`src/rtl/ps2_pkg.sv`:
```
// Shared types and constants for the PS/2 host transmit path and its line conditioning.
package ps2_pkg;

    typedef enum logic [2:0] {
        IDLE      = 3'd0,
        INHIBIT   = 3'd1,
        START     = 3'd2,
        DATA      = 3'd3,
        ACK       = 3'd4,
        WAIT_IDLE = 3'd5
    } ps2_state_e;

    localparam logic [7:0] CMD_SET_LED = 8'hED;
    localparam logic [7:0] CMD_ENABLE  = 8'hF4;
    localparam logic [7:0] CMD_RESET   = 8'hFF;

    // data bits, odd parity and stop bit; the start bit is produced by the FSM itself
    localparam int FRAME_BITS = 10;

    function automatic logic [FRAME_BITS-1:0] ps2_frame(input logic [7:0] byte_in);
        return {1'b1, ~^byte_in, byte_in};
    endfunction

endpackage

```
`src/rtl/ps2_line_filter.sv`:
```
// Two-flop synchroniser plus stability filter for the PS/2 clock and data pins,
// with a one-cycle pulse on each accepted falling edge of the clock line.
module ps2_line_filter #(
    parameter int FILTER_LEN = 8
) (
    input  logic clk,
    input  logic rst,
    input  logic clk_raw,
    input  logic data_raw,
    output logic clk_filt,
    output logic data_filt,
    output logic data_sync,
    output logic clk_fall
);

    localparam int CW = $clog2(FILTER_LEN + 1);
    localparam logic [CW-1:0] CNT_LAST = CW'(FILTER_LEN - 1);
    localparam logic [CW-1:0] CNT_ONE  = CW'(1);

    // index 0 is the clock line, index 1 the data line
    logic [1:0]    meta_q;
    logic [1:0]    sync_q;
    logic [1:0]    filt_q;
    logic [1:0]    filt_d;
    logic [CW-1:0] cnt_q [2];
    logic [CW-1:0] cnt_d [2];
    logic          fall_q;
    logic          fall_d;

    always_comb begin
        filt_d   = filt_q;
        cnt_d[0] = '0;
        cnt_d[1] = '0;
        for (int i = 0; i < 2; i++) begin
            if (sync_q[i] != filt_q[i]) begin
                if (cnt_q[i] == CNT_LAST) begin
                    filt_d[i] = sync_q[i];
                end else begin
                    cnt_d[i] = cnt_q[i] + CNT_ONE;
                end
            end
        end
        fall_d = filt_q[0] & ~filt_d[0];
    end

    // lines reset to the idle-high level so leaving reset never looks like an edge
    always_ff @(posedge clk or posedge rst) begin
        if (rst) begin
            meta_q   <= 2'b11;
            sync_q   <= 2'b11;
            filt_q   <= 2'b11;
            cnt_q[0] <= '0;
            cnt_q[1] <= '0;
            fall_q   <= 1'b0;
        end else begin
            meta_q   <= {data_raw, clk_raw};
            sync_q   <= meta_q;
            filt_q   <= filt_d;
            cnt_q[0] <= cnt_d[0];
            cnt_q[1] <= cnt_d[1];
            fall_q   <= fall_d;
        end
    end

    assign clk_filt  = filt_q[0];
    assign data_filt = filt_q[1];
    assign data_sync = sync_q[1];
    assign clk_fall  = fall_q;

endmodule

```
`src/rtl/ps2_host_tx.sv`:
```
// PS/2 host-to-device command transmitter driving open-drain enables for the
// clock and data pins; the pad-level tristate lives in the parent.
module ps2_host_tx
    import ps2_pkg::*;
#(
    parameter int INHIBIT_CYCLES = 10000,
    parameter int TIMEOUT_CYCLES = 1500000,
    parameter int FILTER_LEN     = 8
) (
    input  logic       clk,
    input  logic       rst,
    input  logic [7:0] tx_data,
    input  logic       tx_valid,
    output logic       tx_ready,
    output logic       busy,
    output logic       tx_done,
    output logic       tx_err,
    input  logic       ps2_clk_in,
    input  logic       ps2_data_in,
    output logic       ps2_clk_oe,
    output logic       ps2_data_oe
);

    localparam int TMR_MAX = (INHIBIT_CYCLES > TIMEOUT_CYCLES) ? INHIBIT_CYCLES : TIMEOUT_CYCLES;
    localparam int TW      = $clog2(TMR_MAX + 1);
    localparam logic [TW-1:0] INH_LAST = TW'(INHIBIT_CYCLES - 1);
    localparam logic [TW-1:0] TO_LAST  = TW'(TIMEOUT_CYCLES - 1);
    localparam logic [TW-1:0] TMR_SAT  = TW'(TMR_MAX);
    localparam logic [TW-1:0] TMR_ONE  = TW'(1);

    logic clk_filt;
    logic data_filt;
    logic data_sync;
    logic clk_fall;

    ps2_line_filter #(
        .FILTER_LEN (FILTER_LEN)
    ) u_filter (
        .clk       (clk),
        .rst       (rst),
        .clk_raw   (ps2_clk_in),
        .data_raw  (ps2_data_in),
        .clk_filt  (clk_filt),
        .data_filt (data_filt),
        .data_sync (data_sync),
        .clk_fall  (clk_fall)
    );

    ps2_state_e            state_q,   state_d;
    logic [FRAME_BITS-1:0] shift_q,   shift_d;
    logic [3:0]            bit_cnt_q, bit_cnt_d;
    logic [TW-1:0]         tmr_q,     tmr_d;
    logic                  ready_q,   ready_d;
    logic                  clk_oe_q,  clk_oe_d;
    logic                  data_oe_q, data_oe_d;
    logic                  done_q,    done_d;
    logic                  err_q,     err_d;

    logic [TW-1:0] tmr_inc;
    logic          timeout;

    always_comb begin
        state_d   = state_q;
        shift_d   = shift_q;
        bit_cnt_d = bit_cnt_q;
        tmr_d     = tmr_q;
        ready_d   = ready_q;
        clk_oe_d  = clk_oe_q;
        data_oe_d = data_oe_q;
        done_d    = 1'b0;
        err_d     = 1'b0;

        tmr_inc = (tmr_q == TMR_SAT) ? tmr_q : tmr_q + TMR_ONE;
        timeout = (tmr_q >= TO_LAST);

        case (state_q)
            IDLE: begin
                ready_d   = 1'b1;
                clk_oe_d  = 1'b0;
                data_oe_d = 1'b0;
                if (tx_valid && ready_q) begin
                    shift_d   = ps2_frame(tx_data);
                    bit_cnt_d = 4'd0;
                    tmr_d     = '0;
                    clk_oe_d  = 1'b1;
                    ready_d   = 1'b0;
                    state_d   = INHIBIT;
                end
            end
            INHIBIT: begin
                if (tmr_q >= INH_LAST) begin
                    data_oe_d = 1'b1;
                    tmr_d     = '0;
                    state_d   = START;
                end else begin
                    tmr_d = tmr_inc;
                end
            end
            START: begin
                // start bit has been on the line for one cycle: hand the clock to the device
                if (clk_oe_q) begin
                    clk_oe_d = 1'b0;
                    tmr_d    = '0;
                end else if (clk_fall) begin
                    data_oe_d = ~shift_q[0];
                    shift_d   = {1'b0, shift_q[FRAME_BITS-1:1]};
                    bit_cnt_d = 4'd1;
                    tmr_d     = '0;
                    state_d   = DATA;
                end else begin
                    tmr_d = tmr_inc;
                end
            end
            DATA: begin
                if (clk_fall) begin
                    data_oe_d = ~shift_q[0];
                    shift_d   = {1'b0, shift_q[FRAME_BITS-1:1]};
                    bit_cnt_d = bit_cnt_q + 4'd1;
                    tmr_d     = '0;
                    if (bit_cnt_q == 4'd9) begin
                        state_d = ACK;
                    end
                end else begin
                    tmr_d = tmr_inc;
                end
            end
            ACK: begin
                if (clk_fall) begin
                    tmr_d = '0;
                    if (!data_filt) begin
                        state_d = WAIT_IDLE;
                    end else begin
                        err_d   = 1'b1;
                        ready_d = 1'b1;
                        state_d = IDLE;
                    end
                end else begin
                    tmr_d = tmr_inc;
                end
            end
            WAIT_IDLE: begin
                if (clk_filt && data_sync) begin
                    done_d  = 1'b1;
                    ready_d = 1'b1;
                    tmr_d   = '0;
                    state_d = IDLE;
                end else begin
                    tmr_d = tmr_inc;
                end
            end
            default: begin
                state_d = IDLE;
            end
        endcase

        // a stalled device overrides whatever the edge logic decided this cycle
        if (timeout && (state_q inside {START, DATA, ACK, WAIT_IDLE})) begin
            clk_oe_d  = 1'b0;
            data_oe_d = 1'b0;
            done_d    = 1'b0;
            err_d     = 1'b1;
            ready_d   = 1'b1;
            tmr_d     = '0;
            state_d   = IDLE;
        end
    end

    always_ff @(posedge clk or posedge rst) begin
        if (rst) begin
            state_q   <= IDLE;
            shift_q   <= '0;
            bit_cnt_q <= '0;
            tmr_q     <= '0;
            ready_q   <= 1'b1;
            clk_oe_q  <= 1'b0;
            data_oe_q <= 1'b0;
            done_q    <= 1'b0;
            err_q     <= 1'b0;
        end else begin
            state_q   <= state_d;
            shift_q   <= shift_d;
            bit_cnt_q <= bit_cnt_d;
            tmr_q     <= tmr_d;
            ready_q   <= ready_d;
            clk_oe_q  <= clk_oe_d;
            data_oe_q <= data_oe_d;
            done_q    <= done_d;
            err_q     <= err_d;
        end
    end

    assign tx_ready    = ready_q;
    assign busy        = ~ready_q;
    assign tx_done     = done_q;
    assign tx_err      = err_q;
    assign ps2_clk_oe  = clk_oe_q;
    assign ps2_data_oe = data_oe_q;

endmodule

```
`config.mk`:
```
export PLATFORM = sky130hd
export DESIGN_NAME = ps2_host_tx
export DESIGN_NICKNAME = d
export VERILOG_FILES = /design/src/rtl/ps2_pkg.sv /design/src/rtl/ps2_line_filter.sv /design/src/rtl/ps2_host_tx.sv
export SDC_FILE = /design/constraint.sdc
export NUM_CORES = 1
export LEC_CHECK = 0
export ABC_AREA = 0
export CORE_MARGIN = 8
export CORE_UTILIZATION = 35
export CTS_CLUSTER_SIZE = 10
export DETAILED_ROUTE_END_ITERATION = 8
export PLACE_DENSITY_LB_ADDON = 0.25
export SLEW_MARGIN = 20
export SYNTH_ARGS = -nofsm -noshare
export SYNTH_HDL_FRONTEND = slang
export SYNTH_SLANG_ARGS = --single-unit
```
`constraint.sdc`:
```
create_clock -name clk -period 6.1 [get_ports clk]
set_clock_uncertainty 0.1 [all_clocks]
set_input_delay 1.22 -clock clk [delete_from_list [all_inputs] [get_ports clk]]
set_output_delay 1.22 -clock clk [all_outputs]
set_load 0.02 [all_outputs]
```
## Word-level counts from Yosys, hierarchy flattened

Index checks and enable logic that the tools add are counted.

- Register bits after elaboration: 58
- Input bits: 13
- Output and inout bits: 6
- Logic and storage cells: 124

- Add/subtract/negate cells: 4
- Magnitude comparators: 2
- Eq/ne operators: 24
- Multiplexer cells: 55
- Bitwise operators: 4
- Reduce and logical (&&, ||, !) cells: 19

Operator list:

| operator | number |
|---|---|
| 21-bit 2-to-1 mux | 7 |
| 21-bit one-hot mux with 5 select lines | 1 |
| 4-bit 2-to-1 mux | 8 |
| 10-bit 2-to-1 mux | 3 |
| 3-bit 2-to-1 mux | 10 |
| 10-bit one-hot mux with 3 select lines | 1 |
| 21-bit by 1-bit adder with 21-bit output (second input constant) | 1 |
| 21-bit equality test (second input constant) | 1 |
| 21-bit by 14-bit greater-or-equal comparator with 1-bit output (second input constant) | 1 |
| 21-bit greater-or-equal comparator (second input constant) | 1 |
| 1-bit 2-to-1 mux | 20 |
| 3-bit one-hot mux with 6 select lines | 1 |
| 4-bit by 1-bit adder with 4-bit output (second input constant) | 3 |
| 3-bit by 1-bit inequality test with 1-bit output (second input constant) | 4 |
| 4-bit one-hot mux with 3 select lines | 1 |
| 3-bit by 2-bit inequality test with 1-bit output (second input constant) | 3 |
| 4-bit by 3-bit equality test with 1-bit output (second input constant) | 2 |
| 8-bit AND reduction | 1 |
| 4-bit nonzero test | 2 |
| 8-bit XNOR reduction | 1 |
| 3-bit by 2-bit equality test with 1-bit output (second input constant) | 2 |
| 3-bit equality test (second input constant) | 2 |
| 3-bit inequality test (second input constant) | 2 |
| 3-bit AND reduction | 2 |
| other kinds (19) | 28 |

## Longest topological paths before layout

Gate-level depths: netlist (run 1).

- Depth after elaboration: 6
- Mapped depth: 10
- Mapped depth without buffers: 8

## By module

From an unflattened synthesis (run 1), not the netlist that was laid out.

- Cells, all modules: 359
- Area, all modules: 3413.3 µm²

Modules (own cells, without submodules):

| module | instances | cells an instance | area an instance (µm²) | seq. area each (µm²) |
|---|---|---|---|---|
| ps2_host_tx | 1 | 317 | 2820.2 | 1077.3 |
| ps2_line_filter | 1 | 42 | 593.1 | 382.9 |

## Worst setup path before layout (run 1)

OpenSTA, ideal clock, no wires.

- Kind: input to register
- Start point: input port tx_valid
- End point: register tmr_q[19]
- Library setup time: 0.067 ns
- Arrival time: 2.200 ns
- Data required time: 5.933 ns
- Slack: 3.734 ns
- Cell stages on the path: 7
- Buffers on the path: 2
- Path through: nand2_1 > a21oi_1 > or3_1 > buf_2 > buf_6 > o32ai_1 > a41o_1

- Cells in the longest elaborated chain, start to end: 3

RTL lines:

| what | RTL line | RTL |
|---|---|---|
| start: declaration | ps2_host_tx.sv:13 | `input logic tx_valid,` |
| 1-bit logical AND | ps2_host_tx.sv:81 | `if (tx_valid && ready_q) begin` |
| 3-bit inequality test (no source line) | -- |  |
| 2-bit AND reduction (no source line) | -- |  |
| end signal: assignment | ps2_host_tx.sv:183 | `tmr_q <= tmr_d;` |
| end: declaration | ps2_host_tx.sv:52 | `logic [TW-1:0] tmr_q, tmr_d;` |

No other way between the ends.
A chain may end at the register's enable or synchronous reset.

## Worst setup path after layout (run 1)

- Start point: input port tx_valid
- End point: register tmr_q[20]

The elaborated chain is that of the path after synthesis.

==> results.py, run 1 <==
metrics = {
    "synth": {
        "yosysTopAreaCell": "dfrtp_1",
        "synth_cell_types": 58,
        "async_flop_share": 1.00,
        "synth_commonest_cells": "51 x dfrtp_1, 33 x nor2_1, 27 x nand2_1, 21 x a21oi_1, 18 x nand3_1",
        "synthCells": 363,
        "syn-num-nets": 385,
        "synth_warnings": 0,
        "synth_most_common_cell": "dfrtp_1",
        "avgSynthCellArea_um2": 9.46,
        "ys_ff_latch": 58,
        "synth_top_cell_area_share": 0.372,
        "synthesis.area_um2": 3430,
        "synth_flop_cell": "dfrtp_1",
        "ys_seq_area_frac": 0.425,
        "synth-edff-count": 0,
        "yosys-top-cells-area": "dfrtp_1 37%, dfstp_2 5.4%, a22o_1 4.1%",
    },
    "flow_run": {
        "maxCapViolations": 0,
    },
    "clock_network": {
        "cts_buffers": 9,
        "htree_levels": 3,
        "clk_pin_slew_worst_paths_ns": 0.08,
        "cts-hold-fix-buffers": 0,
        "clock-root-buffer": "clkbuf_8",
        "insertion_delay_ns": 0.34,
        "cts_setup_buffers": 0,
        "cts-resized-gates": 0,
        "cts_tree": "yes",
        "numClockSinks": 58,
        "max-clock-path-buffers": 2,
    },
    "timing": {
        "finalSetupViolCount": 0,
        "finalSetupTns_ns": 0,
        "tightestPinTransition_ns": 0.863,
        "fin_crit_ns": 2.96,
        "relSlewSlack": 0.423,
        "slew_violations": 0,
        "max_freq_mhz": 338,
        "finalCritPeriodShare": 0.485,
        "hold_violations": 0,
        "rsz0062_at_grt": "false",
    },
    "drt": {
        "viasPerCell": 5.36,
        "ant_nets": 0,
        "drc": 0,
        "drt-total-wl_um": 7580,
        "drtIter0Drc": 139,
        "vias": 2762,
        "dr.pass1.iters": 4,
        "avgRoutedWirePerCell_um": 14.7,
    },
    "cells_and_area": {
        "n_fill_cell": 984,
        "layout-drive-gt1-share": 0.118,
        "area_growth_pct": 13.8,
        "n_antenna_cell": 0,
        "fin_cells": 515,
        "fin_nets": 399,
    },
    "global_routing": {
        "grt_overflow": 0,
        "antenna_found_initial": 0,
        "grt_pass1_vias": 2732,
        "grt_pass1_wl_um": 13200,
        "track_usage": 0.124,
        "grt_max_degree": 59,
    },
    "die": {
        "dieArea_um2": 13200,
        "die_y_um": 115,
        "initial_utilization": 0.356,
        "rows": 36,
        "die_w_um": 115,
        "coreArea_um2": 9640,
        "ios": 19,
    },
    "placement": {
        "place_congestion": 0.823,
        "io_buffer_count": 18,
        "place_inst": 499,
        "hpwl_um": 5000,
    },
    "critical_path": {
        "required_ns": 6.23,
        "cp-end-kind": "register",
        "cp.arrival_ns": 3.09,
        "critPathMaxFanout": 19,
        "startpoint_type": "input port",
        "worstSetupPathType": "in -> reg",
    },
    "power": {
        "leakagePower_nw": 1.65,
        "finalPower_mw": 1.82,
        "ir_drop_mv": 0.223,
        "power.density_nw_per_um2": 465,
    },
    "worst_hold_path": {
        "hp-class": "reg -> reg",
    },
    "run_status": {
        "status": "finished clean",
    },
}
## where the power goes
part,total [mW],switching (mW),internal (mW)
clock,0.402,0.169,0.233
combinational,0.831,0.500,0.331
sequential,0.585,0.106,0.479
## state kept, by name (all words and copies together), names as in the netlist, 2 cells and up
name and cells:
tmr_q 21, shift_q 10, u_filter.cnt_q 8, bit_cnt_q 4, state_q 3, u_filter.filt_q 2
u_filter.meta_q 2, u_filter.sync_q 2
## critical path, stage by stage
cell             delay, ns
clkdlybuf4s50_1       0.55
nand2_1               0.08
a21oi_1               0.17
or3_1                 0.62
o32ai_1               0.21
a41o_1                0.24
## cell usage in the layout (no fill, tap or decap), drive strengths merged, types with 14 or more instances in the layout
cell type      count
o31ai             17
nor3              19
clkdlybuf4s50     18
nand2             27
a21oi             23
o21ai             18
a22o              16
nor2              34
nand3             19
inv               14
dfrtp             51
## layer usage
layer  track usage  vias up  wire, µm
li1              -     1367         -
met1         0.164     1330      3730
met2         0.187       55      3390
met3        0.0331       10       334
met4        0.0525        0       122
met5             0        -         0
## path summary, 6_finish.rpt
path | from | endpoint | slack (ns) | depth (start not counted)
worst min-delay path | u_filter.meta_q[1] | u_filter.sync_q[1] | 0.25 | 0
worst max-delay path | tx_valid | tmr_q[20] | 3.14 | 6
max in group asynchronous | rst | shift_q[4] | 4.08 | 3
worst min register to register | u_filter.meta_q[1] | u_filter.sync_q[1] | 0.25 | 0
min in group asynchronous | rst | u_filter.cnt_q[3] | 1.31 | 3
worst max register to register | tmr_q[0] | tmr_q[19] | 3.27 | 8
## kinds of logic (layout without fill, tap and decap cells)
logic type,count (synthesis),in the layout,synth area share
xor+xnor,11,11,0.0281
fa+ha+maj,9,9,0.0328
mux,12,12,0.0361
flops,58,58,0.425
buf+inv,31,50,0.0488
compound gates,98,98,0.204
simple gates,144,144,0.225
## per-stage QoR
stage | util | worst slack [ns] | hold WS, ns | instance area (µm²)
floorplan | - | 3.36 | 0.245 | 3430
global placement | 0.382 | 2.86 | 0.247 | 3680
detailed placement | 0.382 | 2.80 | 0.247 | 3680
CTS | 0.405 | 3.16 | 0.249 | 3910
global route | 0.405 | 3.01 | 0.251 | 3910
finish | 0.405 | 3.14 | 0.248 | 3910
## cell type report
| type | instances | area, µm² | area share |
|---|---|---|---|
| multi-input combinational | 274 | 1810 | 0.462 |
| sequential | 58 | 1460 | 0.374 |
| timing repair buffer | 20 | 195 | 0.0500 |
| tap | 133 | 166 | 0.0426 |
| clock buffer | 9 | 124 | 0.0317 |
| clock inverter | 7 | 103 | 0.0263 |
| inverter | 14 | 52.6 | 0.0134 |
Note: power is estimated with default switching activity, not from simulation.
==> run 2, diff against run 1 <==
==> constraint.sdc (replaced) <==
create_clock -name clk -period 2.49 [get_ports clk]
set_clock_uncertainty 0.1 [all_clocks]
set_input_delay 0.498 -clock clk [delete_from_list [all_inputs] [get_ports clk]]
set_output_delay 0.498 -clock clk [all_outputs]
set_load 0.02 [all_outputs]
==> results.py, run 2 (synthesis results as in run 1) <==
metrics = {
    "run_status": {
        "status": "finished clean",
    },
    "global_routing": {
        "antenna_found_initial": 0,
        "grt_pass1_wl_um": 13200,
        "grt_pass1_vias": 2694,
        "grt_max_degree": 59,
        "grt_overflow": 0,
        "track_usage": 0.124,
    },
    "critical_path": {
        "crit_buf_inv": 2,
        "worstSetupPathType": "reg -> reg",
        "critPathMaxStageDelay_ns": 0.38,
        "path_cells": "ha_1 > a21oi_4 > o211ai_1 > a31oi_2 > nor3_2 > buf_4 > nor3b_4 > buf_4 > a41o_1",
        "cp-end-kind": "register",
        "cp.arrival_ns": 2.50,
        "slowest_stage": "dfrtp_1",
        "cp_common_cell": "buf_4",
        "critPathMaxFanout": 17,
        "required_ns": 2.68,
        "startpoint_type": "register",
        "path_delay_family": "compound AO/OA/AOI/OAI gates",
    },
    "cells_and_area": {
        "reg.largest.list": "tmr_q: 21 flops, shift_q: 10 flops, u_filter.cnt_q: 8 flops",
        "area_growth_pct": 19.1,
        "n_fill_cell": 982,
        "fin_nets": 423,
        "layout_commonest_cell": "dfrtp_1",
        "final_cell_mix": "51 x dfrtp_1, 33 x nor2_1, 27 x nand2_1",
        "largest_reg_flops": 21,
        "largest_register": "tmr_q",
        "layout-drive-gt1-share": 0.172,
        "n_antenna_cell": 0,
    },
    "timing": {
        "whs_ns": 0.259,
        "finalSetupTns_ns": 0,
        "finalSetupViolCount": 0,
        "fin_crit_ns": 2.31,
        "slew_violations": 0,
        "finalCritPeriodShare": 0.929,
        "relSlewSlack": 0.743,
        "layout_setup_ws_ns": 0.178,
        "max_freq_mhz": 433,
        "tightestPinTransition_ns": 0.383,
        "rsz0062_at_grt": "false",
        "hold_violations": 0,
    },
    "drt": {
        "vias": 2813,
        "dr.pass1.iters": 4,
        "drt-total-wl_um": 7670,
        "ant_nets": 0,
        "viasPerCell": 5.22,
        "avgRoutedWirePerCell_um": 14.2,
        "drtIter0Drc": 131,
        "drc": 0,
    },
    "clock_network": {
        "cts_tree": "yes",
        "clock-root-buffer": "clkbuf_8",
        "htree_levels": 3,
        "cts-hold-fix-buffers": 0,
        "clk_pin_slew_worst_paths_ns": 0.07,
        "cts_buffers": 9,
        "max-clock-path-buffers": 2,
        "numClockSinks": 58,
        "insertion_delay_ns": 0.34,
    },
    "die": {
        "coreArea_um2": 9640,
        "die_w_um": 115,
        "rows": 36,
        "die_y_um": 115,
        "initial_utilization": 0.356,
        "dieArea_um2": 13200,
        "ios": 19,
    },
    "power": {
        "finalPower_mw": 4.64,
        "leakagePower_nw": 1.76,
        "ir_drop_mv": 0.577,
        "power.density_nw_per_um2": 1130,
    },
    "worst_hold_path": {
        "hp-class": "reg -> reg",
    },
    "placement": {
        "dp_slack_ns": 0.132,
        "io_buffer_count": 18,
        "place_congestion": 0.840,
        "hpwl_um": 5440,
    },
    "flow_run": {
        "maxCapViolations": 0,
    },
}
==> run 2: final timing paths <==
| path | end | slack, ns | cells after the start | startpoint |
|---|---|---|---|---|
| max | tmr_q[19] | 0.18 | 9 | tmr_q[0] |
| min | u_filter.sync_q[0] | 0.26 | 0 | u_filter.meta_q[0] |
| max reg2reg | tmr_q[19] | 0.18 | 9 | tmr_q[0] |
| min reg2reg | u_filter.sync_q[0] | 0.26 | 0 | u_filter.meta_q[0] |
| max in group asynchronous | u_filter.filt_q[0] | 1.56 | 3 | rst |
| min in group asynchronous | tmr_q[19] | 0.43 | 3 | rst |
==> run 2: metal layers <==
metal / routed length [µm] / track usage / up-vias
met3: 383 / 0.0378 / 9
met5: 0 / 0 / -
met1: 3830 / 0.166 / 1335
li1: - / - / 1413
met2: 3340 / 0.181 / 56
met4: 113 / 0.0508 / 0
==> run 2: final cells by class <==
type | count | area, µm² | area share
Timing Repair Buffer | 44 | 388 | 0.0948
Tap cell | 133 | 166 | 0.0407
Sequential cell | 58 | 1460 | 0.357
Clock inverter | 7 | 80.1 | 0.0196
Inverter | 14 | 52.6 | 0.0128
Multi-Input combinational cell | 274 | 1820 | 0.445
Clock buffer | 9 | 124 | 0.0303
==> run 2: metrics by stage <==
step	std cells	instance area (µm²)	util
CTS	538	4070	0.422
finish	539	4090	0.424
global route	539	4090	0.424
detailed placement	522	3870	0.401
global placement	522	3870	0.401
floorplan	363	3430	-
==> run 2: what timing repair did <==
item / 4_1_cts / 5_1_grt
endpoints found under the setup margin: 0 / 18
buffers inserted: 0 / 1
gates resized for setup: 0 / 2
==> run 2: power breakdown <==
group	leakage, nW	switching [mW]	internal, mW
registers	0.733	0.198	1.17
clock network	0.0956	0.423	0.468
logic	0.933	1.34	1.04
total	1.76	1.96	2.68
